### config.mk
export PLATFORM = sky130hd
export DESIGN_NAME = counter_cascade_16b
export DESIGN_NICKNAME = d
export VERILOG_FILES = /design/src/rtl/counter_pkg.sv /design/src/rtl/counter_nibble.sv /design/src/rtl/counter_cascade_16b.sv
export SDC_FILE = /design/constraint.sdc
export NUM_CORES = 1
export LEC_CHECK = 0
export CELL_PAD_IN_SITES_DETAIL_PLACEMENT = 0
export CELL_PAD_IN_SITES_GLOBAL_PLACEMENT = 1
export CORE_UTILIZATION = 38
export DETAILED_ROUTE_END_ITERATION = 7
export HOLD_SLACK_MARGIN = 0.1
export PLACE_DENSITY = 0.92
export SETUP_SLACK_MARGIN = 0.3
export SYNTH_ARGS = -nofsm -noshare
export SYNTH_HDL_FRONTEND = slang
export SYNTH_SLANG_ARGS = --single-unit
export TNS_END_PERCENT = 10
### constraint.sdc
create_clock -name clk -period 2.5 [get_ports clk]
set_input_delay 0.25 -clock clk [delete_from_list [all_inputs] [get_ports clk]]
set_output_delay 0.25 -clock clk [all_outputs]
set_load 0.02 [all_outputs]
### src/rtl/counter_pkg.sv
// Shared constants for the nibble-sliced counter; COUNTER_BCD_EN switches slices to decimal digits.
package counter_pkg;

    localparam int NIBBLE_W = 4;

    localparam logic [NIBBLE_W-1:0] BIN_DIGIT_MAX = 4'hF;
    localparam logic [NIBBLE_W-1:0] BCD_DIGIT_MAX = 4'd9;

`ifdef COUNTER_BCD_EN
    localparam logic [NIBBLE_W-1:0] DIGIT_MAX = BCD_DIGIT_MAX;
`else
    localparam logic [NIBBLE_W-1:0] DIGIT_MAX = BIN_DIGIT_MAX;
`endif

    typedef logic [NIBBLE_W-1:0] digit_t;

endpackage

### src/rtl/counter_nibble.sv
// One 4-bit up/down digit slice with forced load/zero; the carry/borrow output enables the next slice.
// Latency: q updates one edge after ci/force; co is combinational. No backpressure.
// Digit range is 0..F, or 0..9 when COUNTER_BCD_EN is defined.
module counter_nibble
    import counter_pkg::*;
(
    input  logic                clk,
    input  logic                rst_n,
    input  logic                ci,
    input  logic                up,
    input  logic                force_zero,
    input  logic [NIBBLE_W-1:0] force_val,
    input  logic                force_en,
    output logic [NIBBLE_W-1:0] q,
    output logic                co
);

    digit_t r_q;
    digit_t w_q_nxt;

    always_comb begin
        w_q_nxt = r_q;
        if (force_en) begin
            w_q_nxt = force_val;
        end else if (force_zero) begin
            w_q_nxt = '0;
        end else if (ci) begin
            if (up) begin
                w_q_nxt = (r_q >= DIGIT_MAX) ? '0 : r_q + 4'd1;
`ifdef COUNTER_BCD_EN
            // Out-of-range loaded digits settle at 9 on the way down.
            end else if (r_q > DIGIT_MAX) begin
                w_q_nxt = DIGIT_MAX;
`endif
            end else begin
                w_q_nxt = (r_q == '0) ? DIGIT_MAX : r_q - 4'd1;
            end
        end
    end

    always_ff @(posedge clk) begin
        if (!rst_n) begin
            r_q <= '0;
        end else begin
            r_q <= w_q_nxt;
        end
    end

    assign q  = r_q;
    assign co = up ? (r_q >= DIGIT_MAX) : (r_q == '0);

endmodule

### src/rtl/counter_cascade_16b.sv
// Cascaded up/down counter with load, programmable terminal value and wrap/overflow reporting.
// Latency: q, wrap, ovf one edge after ld/ce; rc combinational. No backpressure.
// COUNTER_BCD_EN selects packed-BCD slices and a 16'h9999 reset terminal value.
module counter_cascade_16b
    import counter_pkg::*;
#(
    parameter int                              NIBBLES = 4,
    parameter logic [NIBBLE_W*NIBBLES-1:0]     MAX_RST = {NIBBLES{DIGIT_MAX}}
) (
    input  logic                        clk,
    input  logic                        rst_n,
    input  logic                        ce,
    input  logic                        up,
    input  logic                        ld,
    input  logic [NIBBLE_W*NIBBLES-1:0] d,
    input  logic                        max_wr,
    input  logic [NIBBLE_W*NIBBLES-1:0] max_in,
    output logic [NIBBLE_W*NIBBLES-1:0] q,
    output logic                        rc,
    output logic                        wrap,
    output logic                        ovf
);

    localparam int W = NIBBLE_W * NIBBLES;

    logic [W-1:0]       r_max;
    logic               r_wrap;
    logic               r_ovf;

    logic [W-1:0]       w_q;
    logic [NIBBLES:0]   w_ci;
    logic [NIBBLES-1:0] w_co;
    logic               w_at_max;
    logic               w_wrap_evt;
    logic               w_force_en;
    logic               w_force_zero;
    logic [W-1:0]       w_force_val;

    // When counting down, the end of the carry chain is exactly ce & (q == 0).
    assign w_ci[0]      = ce;
    assign w_at_max     = (w_q >= r_max);
    assign rc           = (up & ce & w_at_max) | (~up & w_ci[NIBBLES]);
    assign w_wrap_evt   = rc & ~ld;

    assign w_force_zero = w_wrap_evt & up;
    assign w_force_en   = ld | (w_wrap_evt & ~up);
    assign w_force_val  = ld ? d : r_max;

    genvar g;
    generate
        for (g = 0; g < NIBBLES; g++) begin : g_slice
            counter_nibble u_nibble (
                .clk        (clk),
                .rst_n      (rst_n),
                .ci         (w_ci[g]),
                .up         (up),
                .force_zero (w_force_zero),
                .force_val  (w_force_val[g*NIBBLE_W +: NIBBLE_W]),
                .force_en   (w_force_en),
                .q          (w_q[g*NIBBLE_W +: NIBBLE_W]),
                .co         (w_co[g])
            );
            assign w_ci[g+1] = w_ci[g] & w_co[g];
        end
    endgenerate

    always_ff @(posedge clk) begin
        if (!rst_n) begin
            r_max <= MAX_RST;
        end else if (max_wr) begin
            r_max <= max_in;
        end
    end

    always_ff @(posedge clk) begin
        if (!rst_n) begin
            r_wrap <= 1'b0;
            r_ovf  <= 1'b0;
        end else if (ld) begin
            r_wrap <= 1'b0;
            r_ovf  <= 1'b0;
        end else if (w_wrap_evt) begin
            r_wrap <= 1'b1;
            r_ovf  <= 1'b1;
        end else begin
            r_wrap <= 1'b0;
        end
    end

    assign q    = w_q;
    assign wrap = r_wrap;
    assign ovf  = r_ovf;

endmodule

Yosys cells after proc, flatten, opt, wreduce, memory -nomap -nowiden
Cells that the tools add are included.
Widths: inputs -> output; s select.
- register bits: 34
- input port bits: 38
- output and inout bits: 19
- word-level logic and storage cells: 74
- add/sub/neg operators: 8
- order comparisons: 5
- muxes and demuxes: 30
- bitwise logic cells: 15
- reduce and logical (&&, ||, !) cells: 9
- operator list (cell ; number):
    $mux 4 ; 24
    $add 4x1->4 const B ; 4
    $ge 16x16->1 ; 1
    $ge 4x4->1 const B ; 4
    $logic_not 4->1 ; 4
    $mux 16 ; 1
    $sub 4x1->4 const B ; 4
    $reduce_bool 3->1 ; 4
    $and 1x1->1 ; 10
    $mux 1 ; 5
    $not 1->1 ; 3
    $or 1x1->1 ; 2
    $reduce_or 2->1 ; 1

Logic depth before layout (Yosys ltp)
Gate-level depths: netlist (run 1).
- depth after elaboration: 12
- gate-level depth with buffers: 9

By module
From an unflattened synthesis (run 1), not the netlist that was laid out.
- cell total of the unflattened synthesis: 334
- area, all modules: 2696.3 um^2
- modules (own cells, without submodules) (module ; times used ; cells each ; area each (um^2) ; sequential area each (um^2)):
    counter_nibble ; 4 ; 45 ; 369.1 ; 80.1
    counter_cascade_16b ; 1 ; 154 ; 1219.9 ; 360.3

Worst setup path after synthesis (run 1)
Ideal clock, no wire load.
- path type: reg-to-reg
- from: register g_slice[3].u_nibble.r_q[1]
- to: register r_wrap (netlist: wrap)
- library setup time: 114 ps
- data arrival time: 2370 ps
- data required time: 2386 ps
- slack: 16 ps
- cell stages (with the launch flop): 9
- buffers on the path: 1
- clock period less this slack: 2484 ps
- cells stage by stage: dfxtp_1 > ha_1 > a21o_1 > a21o_1 > a2111oi_4 > a31oi_1 > buf_2 > or2_2 > nor2b_1
- longest elaborated chain between the ends: 7
- ends and longest elaborated chain (item ; line ; source):
    from (decl) ; counter_nibble.sv:18 ; digit_t r_q;
    from (signal assigned) ; counter_nibble.sv:45 ; r_q <= w_q_nxt;
    branches (longest 4 deep; another with $ge 16x16->1) ; -- ;
    $or 1x1->1 * ; counter_cascade_16b.sv:42 ; assign rc = (up & ce & w_at_max) | (~up & w_ci[NIBBLES]);
    via rc ; counter_cascade_16b.sv:19 ; output logic rc,
    $and 1x1->1 * ; counter_cascade_16b.sv:43 ; assign w_wrap_evt = rc & ~ld;
    $mux 1 * ; counter_cascade_16b.sv:82 ; end else if (w_wrap_evt) begin
    to (signal assigned) ; counter_cascade_16b.sv:80 ; r_wrap <= 1'b0;
    to (signal assigned) ; counter_cascade_16b.sv:83 ; r_wrap <= 1'b1;
    to (signal assigned) ; counter_cascade_16b.sv:86 ; r_wrap <= 1'b0;
    to (decl) ; counter_cascade_16b.sv:27 ; logic r_wrap;
Mark *: on every way through the listed nets, which the timed path passes.
A chain may end at the register's enable or synchronous reset.

Worst setup path in the final report (run 1)
- from: register g_slice[3].u_nibble.r_q[1]
- to: register g_slice[3].u_nibble.r_q[2]
- longest elaborated chain between the ends: 9
- ends and longest elaborated chain (item):
    branches (longest 9 deep; another with $ge 16x16->1)
Several ways; the timed one is not identified. The select of a mux whose other input is x is not followed.

==> results.yml, run 1 <==
cells_and_area:
  stdcell_count: 527
  diodes: 0
  nNetsFinal: 494
  multi_input_area_um2: 1950
  drive_gt1_frac: 0.237
  fill_cells: 624
  fin_util: 0.573
  seq_area_um2: 704
  area_growth_pct: 44.0
timing:
  skew_ns: 0.00304
  tightest_slew_ns: 0.430
  setup_viol: 0
  max_freq_ghz: 0.408
  min_period_ns: 2.45
  max_slew_margin: 0.711
  slew_viol_final: 0
  post-route-period-util: 0.979
  hold_slack_ns: 0.508
  final-hold-violation-count: 0
  rsz0062_at_grt: "true"
pwr:
  p_seq_frac: 0.383
  powerDensity_nw_per_um2: 410
  power.leakage_nw: 1.70
  ir_drop_v: 0.000307
  comb_power_share: 0.354
  swShare: 0.325
  pwr-share-clk: 0.262
  power.switching_uw: 523
  p_int_mw: 1.09
critical_path:
  crit_path_frequent_cell: "a21o_1"
  path_class: "flip-flop to flip-flop"
  critPathSlowestCell: "or4b_1"
  required_ns: 2.71
  cp-end-kind: "flip-flop"
  worstPathCellList: "ha_4 -> a21o_1 -> a21o_1 -> a2111oi_4 -> a31oi_4 -> buf_6 -> or4b_1 -> a21oi_1"
  critPathLaunchType: "flip-flop"
  r2r_slack_ns: 0.05
  cpPeakStageDelay_ns: 0.55
  worstPathArrival_ns: 2.66
  crit_fanout: 11
route:
  wire_per_inst_um: 15.7
  firstDrtPassIters: 6
  drc: 0
  num_vias: 2900
  drt_iter0_markers: 147
  wirelength_um: 8280
  via_per_inst: 5.50
  ant_nets: 0
die:
  fp-row-count: 30
  io_pins: 57
  die_h_um: 86.8
  die-area_um2: 7530
  die-width_um: 86.8
  start_util: 0.398
  coreArea_um2: 6870
yosys:
  yosysSeqAreaShare: 0.249
  synth_edf_count: 0
  synth.avg_cell_area_um2: 8.01
  ys_async_sr_fraction: 0
  syn_area_um2: 2730
  synth_seq_cells: 34
  synthFlopType: "dfxtp_1"
  syn_nets: 405
  yosysUniqueCellTypes: 56
  synth_cells: 341
  yosys_warnings: 0
grt:
  grtUsageTotal: 0.224
  grt_max_degree: 29
  grt_first_pass_wirelength_um: 13100
  antenna_found_initial: 0
  grt_pass1_vias: 2658
  globalRouteOverflowTotal: 0
clock_network:
  cts_hold_buf: 0
  clock_path_buffers: 2
  path_clk_slew_ns: 0.07
  cts_tree: "yes"
  cts-htree-levels: 2
  cts_sinks: 34
  numCtsBuffers: 5
  cts.root.buffer_cell: "clkbuf_8"
  clkLatencyLatePin_ns: 0.28
outcome:
  outcome: "finished clean"
place:
  dp_hpwl_um: 6310
  portBuffers: 56
  dp_cells: 517
  gp_congestion: 0.887
hold_path:
  hold_path.class: "flip-flop to flip-flop"
job:
  cap_violations: 0
-- sequential cells by signal, summed over array words and instances (netlist names) --
register and count:
ovf 1, g_slice.u_nibble.q 16, wrap 1, r_max 16
-- synth_stat cells, drive strengths merged, types with 2 or more instances --
| cell | count | area, um^2 |
|---|---|---|
| and2 | 4 | 25.0 |
| nand2 | 31 | 116 |
| o211ai | 16 | 120 |
| dfxtp | 34 | 681 |
| nand2b | 4 | 25.0 |
| o41ai | 9 | 78.8 |
| a21o | 3 | 22.5 |
| a31oi | 9 | 56.3 |
| a21oi | 23 | 115 |
| nand3 | 7 | 35.0 |
| clkbuf | 15 | 56.3 |
| mux2i | 2 | 20.0 |
| ha | 26 | 325 |
| xnor2 | 3 | 26.3 |
| nor4b | 3 | 47.5 |
| and3 | 3 | 18.8 |
| o311a | 7 | 70.1 |
| a211oi | 5 | 37.5 |
| buf | 11 | 71.3 |
| o32a | 3 | 30.0 |
| nor4 | 4 | 40.0 |
| or3 | 4 | 25.0 |
| nor2 | 17 | 63.8 |
| nand4 | 3 | 18.8 |
| inv | 30 | 113 |
| nor3 | 13 | 70.1 |
| a22oi | 8 | 60.1 |
| o31ai | 6 | 45.0 |
| a21boi | 3 | 22.5 |
| o21bai | 3 | 22.5 |
| o21ai | 14 | 77.6 |
| and4 | 3 | 26.3 |
-- critical path: cells and delay by family, from the launching register on --
| kind | cells | cell delay [ns] |
|---|---|---|
| flip-flops | 1 | 0.36 |
| buffers and inverters | 1 | 0.17 |
| adder cells (fa/ha/maj) | 1 | 0.23 |
| AO/OA/AOI/OAI | 5 | 1.06 |
| AND/OR/NAND/NOR | 1 | 0.55 |
-- timing repair --
item,4_1_cts,5_1_grt
endpoints found under the setup margin,16,17
pin swaps,9,2
buffers inserted,1,0
resized for setup,24,7
gates cloned,1,0
-- power by group through the flow --
stage / Combinational [mW] / Sequential [mW] / Clock (mW)
5_1_grt: 0.625 / 0.622 / 0.459
3_3_place_gp: 0.535 / 0.624 / 0
2_1_floorplan: 0.290 / 0.652 / 0
4_1_cts: 0.563 / 0.617 / 0.439
6_report: 0.571 / 0.618 / 0.423
3_5_place_dp: 0.547 / 0.626 / 0
-- metal layers --
layer | routed length [um] | vias to the layer above | track usage
met1 | 3770 | 1345 | 0.308
li1 | - | 1456 | -
met4 | 182 | 0 | 0.0955
met5 | 0 | - | 0
met2 | 3900 | 85 | 0.346
met3 | 425 | 14 | 0.0352
-- placed cells by master (no fill, tap or decap), types with 9 or more instances in the layout --
cell type        count
a21oi_1             20
buf_4               50
clkdlybuf4s50_1     55
dfxtp_1             21
dfxtp_2             10
ha_1                21
inv_1               26
nand2_1             31
nor2_1              17
nor3_1              10
o211ai_1            16
o21ai_0             11
o41ai_1              9
-- path summary, 6_finish.rpt --
check	startpoint	to	cells past startpoint
setup reg to reg	g_slice[3].u_nibble.q[1]$_SDFFE_PN0P_	g_slice[3].u_nibble.q[2]$_SDFFE_PN0P_	8
hold reg to reg	r_max[6]$_SDFFE_PN1P_	r_max[6]$_SDFFE_PN1P_	2
setup / recovery	g_slice[3].u_nibble.q[1]$_SDFFE_PN0P_	g_slice[3].u_nibble.q[2]$_SDFFE_PN0P_	8
hold / removal	r_max[6]$_SDFFE_PN1P_	r_max[6]$_SDFFE_PN1P_	2
-- per-stage QoR --
| stage | total power [mW] | cell area, um^2 | setup TNS [ns] | setup WS (ns) |
|---|---|---|---|---|
| floorplan | 0.941 | 2790 | 0 | 0.298 |
| global placement | 1.16 | 3710 | -0.0360 | -0.0360 |
| detailed placement | 1.17 | 3710 | -0.0420 | -0.0420 |
| CTS | 1.62 | 3900 | 0 | 0.138 |
| global route | 1.71 | 3940 | 0 | 0.00836 |
| finish | 1.61 | 3940 | 0 | 0.0514 |
-- final cells by class --
cell class,count,area share
Clock buffer,7,0.0219
Timing Repair Buffer,108,0.243
Sequential cell,34,0.179
Inverter,30,0.0286
Multi-Input combinational cell,251,0.496
Clock inverter,1,0.00127
Tap cell,96,0.0305
-- cell families after synthesis --
kind of cell / Yosys count / synth area share
muxes: 3 / 0.0114
AOI/OAI and AO/OA: 118 / 0.321
DFF: 34 / 0.249
adders and majority gates: 26 / 0.119
buffers and inverters: 56 / 0.0879
xor gates and xnor gates: 4 / 0.0128
and+or+nand+nor: 100 / 0.198
Note: power is estimated with default switching activity, not from simulation.
==> run 2, diff against run 1 <==
ABC_CLOCK_PERIOD_IN_PS = 2500   (was unset)
==> results of run 2 <==
Final layout, timing and power as in run 1 (identical DEF).
==> run 3, diff against run 2 <==
CTS_CLUSTER_SIZE = 14   (was unset)
==> results of run 3 <==
Final layout, timing and power as in run 1 (identical DEF).
